## config.mk

```make
export PLATFORM = sky130hd
export DESIGN_NAME = instr_sequencer
export DESIGN_NICKNAME = d
export VERILOG_FILES = /design/src/rtl/instr_sequencer_pkg.sv /design/src/rtl/instr_sequencer_phase_ring.sv /design/src/rtl/instr_sequencer.sv
export SDC_FILE = /design/constraint.sdc
export NUM_CORES = 1
export LEC_CHECK = 0
export CAP_MARGIN = 10
export CORE_MARGIN = 2
export CORE_UTILIZATION = 48
export DETAILED_ROUTE_END_ITERATION = 10
export GPL_TIMING_DRIVEN = 0
export PLACE_DENSITY = 0.82
export SETUP_SLACK_MARGIN = 0.5
export SYNTH_ARGS = -nofsm -noshare
export SYNTH_HDL_FRONTEND = slang
export SYNTH_SLANG_ARGS = --single-unit
```

## constraint.sdc

```tcl
create_clock -name Clock -period 2.7 [get_ports Clock]
set_clock_uncertainty 0.1 [all_clocks]
set_input_delay 0.405 -clock Clock [delete_from_list [all_inputs] [get_ports Clock]]
set_output_delay 0.405 -clock Clock [all_outputs]
set_load 0.02 [all_outputs]
```

## src/rtl/instr_sequencer_pkg.sv

```systemverilog
// Shared opcode, state and phase-index definitions for the instruction sequencer.
package instr_seq_pkg;

  localparam logic [3:0] OPC_NOP        = 4'b0000;
  localparam logic [3:0] OPC_ADD        = 4'b0001;
  localparam logic [3:0] OPC_SUB        = 4'b0010;
  localparam logic [3:0] OPC_OUT        = 4'b0011;
  localparam logic [3:0] OPC_IN         = 4'b0100;
  localparam logic [3:0] OPC_LOAD       = 4'b0101;
  localparam logic [3:0] OPC_LAST_LEGAL = OPC_LOAD;

  typedef enum logic [1:0] {
    STOP  = 2'd0,
    RUN   = 2'd1,
    STEP  = 2'd2,
    FAULT = 2'd3
  } seq_state_e;

  localparam int PH0 = 0;
  localparam int PH1 = 1;
  localparam int PH2 = 2;
  localparam int PH3 = 3;

  function automatic logic opc_is_legal(input logic [3:0] opc);
    return opc <= OPC_LAST_LEGAL;
  endfunction

endpackage

```

## src/rtl/instr_sequencer_phase_ring.sv

```systemverilog
// One-hot four-phase timing ring with start, stall-hold and clear controls.
module phase_ring
  import instr_seq_pkg::*;
(
  input  logic       clk_i,
  input  logic       rst_ni,
  input  logic       start_i,
  input  logic       hold_i,
  input  logic       clear_i,
  output logic [3:0] phase_o,
  output logic       last_o
);

  logic [3:0] ring_q, ring_d;

  // Clear beats start; an idle (all-zero) ring never rotates on its own.
  always_comb begin
    ring_d = ring_q;
    if (clear_i) begin
      ring_d = '0;
    end else if (start_i) begin
      ring_d      = '0;
      ring_d[PH0] = 1'b1;
    end else if (!hold_i && (ring_q != '0)) begin
      ring_d = {ring_q[2:0], ring_q[3]};
    end
  end

  always_ff @(posedge clk_i or negedge rst_ni) begin
    if (!rst_ni) begin
      ring_q <= '0;
    end else begin
      ring_q <= ring_d;
    end
  end

  assign phase_o = ring_q;
  assign last_o  = ring_q[PH3];

endmodule

```

## src/rtl/instr_sequencer.sv

```systemverilog
// Run/halt/step/fault sequencer: phase ring, instruction register and program counter.
module instr_sequencer
  import instr_seq_pkg::*;
#(
  parameter int ADDR_W = 4,
  parameter int OPC_W  = 4
) (
  input  logic              Clock,
  input  logic              ResetN,
  input  logic              Run,
  input  logic              Step,
  input  logic              HaltReq,
  input  logic              MemReady,
  input  logic [OPC_W-1:0]  DataIn,
  input  logic              LoadInst,
  input  logic              ProgCount,
  input  logic              ReadMem,
  output logic              Phase0,
  output logic              Phase1,
  output logic              Phase2,
  output logic              Phase3,
  output logic              InstrIn0,
  output logic              InstrIn1,
  output logic              InstrIn2,
  output logic              InstrIn3,
  output logic [ADDR_W-1:0] Address,
  output logic              Running,
  output logic              Illegal,
  output logic              PcWrap
);

  seq_state_e        state_q, state_d;
  logic              illegal_q, illegal_d;
  logic              halt_q, halt_d;
  logic [OPC_W-1:0]  ir_q, ir_d;
  logic [ADDR_W-1:0] pc_q, pc_d;
  logic              wrap_q, wrap_d;

  logic       ring_start, ring_clear, ring_last;
  logic [3:0] phase;
  logic       stall, active, adv, leave_p1, leave_p3, pc_inc;

  assign stall    = ReadMem & ~MemReady;
  assign active   = (state_q == RUN) || (state_q == STEP);
  assign adv      = active & ~stall;
  assign leave_p1 = adv & phase[PH1];
  assign leave_p3 = adv & ring_last;
  assign pc_inc   = adv & ProgCount;

  phase_ring u_ring (
    .clk_i   (Clock),
    .rst_ni  (ResetN),
    .start_i (ring_start),
    .hold_i  (stall),
    .clear_i (ring_clear),
    .phase_o (phase),
    .last_o  (ring_last)
  );

  // Halt requests are remembered so the instruction always finishes its Phase3.
  always_comb begin
    state_d    = state_q;
    illegal_d  = illegal_q;
    halt_d     = halt_q;
    ring_start = 1'b0;
    ring_clear = 1'b0;
    if (active && HaltReq) halt_d = 1'b1;
    unique case (state_q)
      STOP: begin
        if (Run && !HaltReq) begin
          state_d    = RUN;
          ring_start = 1'b1;
          halt_d     = 1'b0;
        end else if (Step) begin
          state_d    = STEP;
          ring_start = 1'b1;
          halt_d     = 1'b0;
        end
      end
      RUN, STEP: begin
        if (leave_p1 && !opc_is_legal(ir_q)) begin
          state_d    = FAULT;
          illegal_d  = 1'b1;
          ring_clear = 1'b1;
          halt_d     = 1'b0;
        end else if (leave_p3 && ((state_q == STEP) || halt_q || HaltReq)) begin
          state_d    = STOP;
          ring_clear = 1'b1;
          halt_d     = 1'b0;
        end
      end
      FAULT: begin
        if (Run) begin
          state_d    = RUN;
          illegal_d  = 1'b0;
          ring_start = 1'b1;
        end
      end
      default: state_d = STOP;
    endcase
  end

  always_comb begin
    ir_d   = ir_q;
    pc_d   = pc_q;
    wrap_d = 1'b0;
    if (adv && LoadInst) ir_d = DataIn;
    if (pc_inc) begin
      pc_d   = pc_q + ADDR_W'(1);
      wrap_d = &pc_q;
    end
  end

  always_ff @(posedge Clock or negedge ResetN) begin
    if (!ResetN) begin
      state_q   <= STOP;
      illegal_q <= 1'b0;
      halt_q    <= 1'b0;
      ir_q      <= OPC_NOP;
      pc_q      <= '0;
      wrap_q    <= 1'b0;
    end else begin
      state_q   <= state_d;
      illegal_q <= illegal_d;
      halt_q    <= halt_d;
      ir_q      <= ir_d;
      pc_q      <= pc_d;
      wrap_q    <= wrap_d;
    end
  end

  assign Phase0   = phase[PH0];
  assign Phase1   = phase[PH1];
  assign Phase2   = phase[PH2];
  assign Phase3   = phase[PH3];
  assign InstrIn0 = ir_q[0];
  assign InstrIn1 = ir_q[1];
  assign InstrIn2 = ir_q[2];
  assign InstrIn3 = ir_q[3];
  assign Address  = pc_q;
  assign Running  = active;
  assign Illegal  = illegal_q;
  assign PcWrap   = wrap_q;

endmodule
```

======== After elaboration in Yosys (flattened, before gate mapping) ========
Index checks and enable logic that the tools add are counted.
word-level totals
  bits in registers ....................... 17
  input bits .............................. 13
  output and inout bits ................... 15
  logic and storage cells ................. 69
operators by class
  $add $sub $neg .......................... 1
  magnitude comparators ................... 1
  equality and inequality tests ........... 7
  muxes and demuxes ....................... 26
  bitwise gates (word level) .............. 7
  reduce and logical (&&, ||, !) cells .... 20
operators by type and width
  kind                                                                    number
  1-bit 2-to-1 mux                                                        14
  4-bit 2-to-1 mux                                                        3
  2-bit 2-to-1 mux                                                        5
  1-bit logical AND                                                       6
  3-bit != test (second input constant)                                   2
  1-bit case mux with 2 select lines                                      3
  2-bit case mux with 3 select lines                                      1
  3-bit AND reduction                                                     2
  1-bit AND                                                               5
  4-bit by 1-bit adder with 4-bit output (second input constant)          1
  2-bit equality test (second input constant)                             2
  4-bit by 3-bit <= comparator with 1-bit output (second input constant)  1
  2-bit != test (second input constant)                                   2
  4-bit AND reduction                                                     1
  4-bit nonzero test                                                      1
  1-bit logical NOT                                                       3
  1-bit logical OR                                                        3
  3-bit nonzero test                                                      1
  2-bit by 1-bit equality test with 1-bit output (second input constant)  1
  2-bit logical NOT                                                       1
  1-bit inverter                                                          2
  2-bit nonzero test                                                      1
  2-bit OR reduction                                                      1

======== Longest topological paths before layout ========
  depth after elaboration ................. 10
  gate-level depth with buffers ........... 6
  gate-level depth less buffers ........... 6

======== By module ========
From an unflattened synthesis, not the netlist that was laid out.
second synthesis, totals
  cell total of the unflattened synthesis .. 82
  area, all modules ....................... 885.8 µm²
by module, submodules not included
  module           instances  cells an instance  area an instance (µm²)  sequential area each (µm²)
  instr_sequencer  1          67                 709.4                   325.3
  phase_ring       1          15                 176.4                   100.1

======== Worst setup path after synthesis ========
OpenSTA, ideal clock, no wires.
  kind .................................... flip-flop to flip-flop
  start point ............................. reg state_q[1]
  end point ............................... reg ir_q[0]
  setup time .............................. 0.125 ns
  arrival time ............................ 1.606 ns
  required time ........................... 2.475 ns
  slack ................................... 0.869 ns
  stages on the path, launching flop included .. 6
  buffers on the path ..................... 1
  clock period less this slack ............ 1.831 ns
  path through ............................ dfrtp_1 > inv_1 > ha_1 > clkbuf_1 > nand3_1 > mux2_2
between the ends
  word-level cells in the longest chain between the ends .. 4
  elaborated cells on any way between the ends .. 5
  classes of those cells .................. eq/ne: 2; bitwise: 1; reduce/logical: 2
ends and longest elaborated chain
  item                                                                                          line                    RTL
  start, declared                                                                               instr_sequencer.sv:32   seq_state_e state_q, state_d;
  start signal, assigned                                                                        instr_sequencer.sv:123  state_q <= state_d;
  2-bit by 1-bit equality test with 1-bit output / 2-bit equality test (equally long branches)  instr_sequencer.sv:44   assign active = (state_q == RUN) || (state_q == STEP);
  1-bit logical OR (*)                                                                          instr_sequencer.sv:44
  via Running                                                                                   instr_sequencer.sv:27   output logic Running,
  1-bit AND (*)                                                                                 instr_sequencer.sv:45   assign adv = active & ~stall;
  1-bit logical AND (*)                                                                         instr_sequencer.sv:107  if (adv && LoadInst) ir_d = DataIn;
  end signal, assigned                                                                          instr_sequencer.sv:126  ir_q <= ir_d;
  end, declared                                                                                 instr_sequencer.sv:35   logic [OPC_W-1:0] ir_q, ir_d;
The timed path passes the listed nets; every way through them passes the cells marked *.
A chain may end at the register's enable or synchronous reset.

======== Worst setup path in the final report ========
  start point ............................. reg state_q[0]
  end point ............................... reg ir_q[3]
between the ends
  word-level cells in the longest chain between the ends .. 4
  elaborated cells on any way between the ends .. 5
  classes of those cells .................. eq/ne: 2; bitwise: 1; reduce/logical: 2
ends and longest elaborated chain
  item                                                                                          line
  2-bit by 1-bit equality test with 1-bit output / 2-bit equality test (equally long branches)  instr_sequencer.sv:44
  1-bit logical OR (*)                                                                          instr_sequencer.sv:44
  1-bit AND (*)                                                                                 instr_sequencer.sv:45
  1-bit logical AND (*)                                                                         instr_sequencer.sv:107
Mark *: on every way between the ends. The rest lies on a longest branch, timed or not.

==> metrics <==
H-tree Lvls=1; Post-Layout Cell Count=approximately 140; CTS root buffer=clkbuf_4; vias in the first global route=between 700 and 800; Worst EP required=2780 ps; area of the core=between 1500 and 2000 sq um; pwr dens=around 1200 nW/um^2; first drt pass iteration count=4; Max-Cap Viols=0; status=finished clean; buffer count from post-CTS setup fixing=0; largest net degree at the start of global routing=18; Async SR Flop Fraction=1.000; Ys Warns=0; Layout area overhead=36.92%; register area=about 430 sq um; CTS tree=built; Mapped Area=884.6 sq um; commonest non-fill, non-tap cell in the layout=clkdlybuf4s50_1; fin crit share=0.7279; initial antenna violation count=0; commonest non-fill, non-tap cells in the layout=clkdlybuf4s50_1 (26), dfrtp_1 (17), nor3_1 (5), mux2_2 (5), ha_1 (5); Die Y=approximately 47 microns; io pins=28; row count=15; Synth Flop Type=dfrtp_1; Initial Utilization=0.5123; Worst setup SP type=flop; Pleak=0.5253 nW; 1st-iter DRT viols=10; Remaining DRCs=0; Post-Route WL=around 1900 microns; worst skew pair latency=a little under 300 ps; maximum root-to-sink buffer count=2; total grt overflow=0; gr usage total=0.2006; number of routed nets with antenna violations=0; max_slew headroom=0.5057; Setup TNS=0 ps; worst min-delay path category=flop to flop; EDFF count, synth=0; Syn Inst Count=81; Crit Path Category=flop to flop; drt wl/cell=13.89 microns; Worst Setup End Kind=flop; vias per inst=5.350; critical-path maximum fanout=10; Multi-input gate area=435.4 sq um; final setup fails=0; full die area=approximately 2200 sq um; die width=around 47 microns; first-pass GRT wire length=3091 microns; Post-layout nets=roughly 130; synthesized flop and latch total=17; CTS Buf Count=3; CP arrival=2050 ps; Final Critical Period=1965 ps; GP Congestion=0.8308; Cell variety after synth=31; diode count=0; Port-buffer cells=27; DPL Wire Length=between 1000 and 1500 microns; syn avg cell area=10.92 sq um; register clock-pin slew on the reported worst setup and hold paths=100 ps; Worst Tran Pin Value=approximately 740 ps; layout cells sized above 1=0.09821; max-slew violations=0; Seq/Total Area, Yosys=0.4809; Core Util, Final=0.7014; syn nets=99; clock sink total=17; Via Count=733; RSZ-0062 raised after global routing=false; fillers=between 100 and 150; Fmax=508.8 MHz; R2R Setup Slk=730 ps; Peak supply drop=0.0007006 V; placed insts=approximately 130; Final Hold Fails=0
power by group:
group	internal, mW	switching (mW)
registers	0.375	0.107
clock network	0.0575	0.0793
logic	0.414	0.452
cells by family after synthesis:
family / synth area share
AND/OR/NAND/NOR: 0.1669
AO/OA/AOI/OAI: 0.1273
buffers and inverters: 0.02686
XOR/XNOR: 0.02971
multiplexers: 0.09759
adder cells (fa/ha/maj): 0.07072
flip-flops: 0.4809
per-stage QoR:
| step | setup slack [ps] | instance area, sq um | hold slack [ps] | power (mW) |
|---|---|---|---|---|
| floorplan | 868.9 | 884.6 | 9.409 | 1.013 |
| global placement | 685.2 | 1186 | 379.4 | 1.327 |
| detailed placement | 643.1 | 1186 | 389.2 | 1.360 |
| CTS | 748.2 | 1211 | 398.5 | 1.488 |
| global route | 572.4 | 1211 | 410.4 | 1.597 |
| finish | 734.7 | 1211 | 392.9 | 1.484 |
routing by layer:
metal	global-route usage	vias up	wire length, microns
met5	0	-	0
met4	0.1222	0	44
li1	-	357	-
met3	0.03077	6	87
met1	0.2332	343	850
met2	0.3452	27	919
critical path: stages, from the launching register on:
cell and delay [ps]:
dfrtp_1 400, inv_1 90, ha_1 320, clkbuf_1 360
nand3_1 260, mux2_2 330
flip-flops by register name, summed over array words and instances (netlist names):
name / flops
u_ring.phase_o: 4
state_q: 2
ir_q: 4
PcWrap: 1
Address: 4
Illegal: 1
halt_q: 1
cells in the mapped netlist (all sizes together), types with 2 or more instances:
library cell  instances  area, sq um
o21ai                 2        10.01
ha                    5        62.56
nor2                  3        11.26
dfrtp                17        425.4
mux2i                 3        30.03
nor3                  5        25.02
nand2b                2        12.51
a21oi                 5        28.78
nand2                 3        11.26
mux2                  5        56.30
a21o                  2        15.01
o31a                  2        17.52
xnor2                 2        17.52
nand4                 2        12.51
inv                   4        15.01
nand3                 4        20.02
nor2b                 2        12.51
final timing paths:
kind,from,end,depth (start not counted)
setup / recovery,state_q[0]$_DFFE_PN0P_,ir_q[3]$_DFFE_PN0P_,5
setup reg to reg,state_q[0]$_DFFE_PN0P_,ir_q[3]$_DFFE_PN0P_,5
hold / removal,Address[3]$_DFFE_PN0P_,Address[3]$_DFFE_PN0P_,1
max in group asynchronous,ResetN,ir_q[3]$_DFFE_PN0P_,1
min in group asynchronous,ResetN,ir_q[2]$_DFFE_PN0P_,1
hold reg to reg,Address[3]$_DFFE_PN0P_,Address[3]$_DFFE_PN0P_,1
repair_timing:
item | in CTS | in global routing
hold buffers | 0 | 0
endpoints found under the setup margin | 1 | 0
gates resized for setup | 1 | 0
area by class of cell:
class,count,area share
Sequential cell,17,0.3512
Timing Repair Buffer,27,0.2221
Tap cell,25,0.02583
Clock buffer,4,0.02169
Multi-Input combinational cell,58,0.3595
Inverter,4,0.01240
Buffer,2,0.007231
Note: power is estimated with default switching activity, not from simulation.
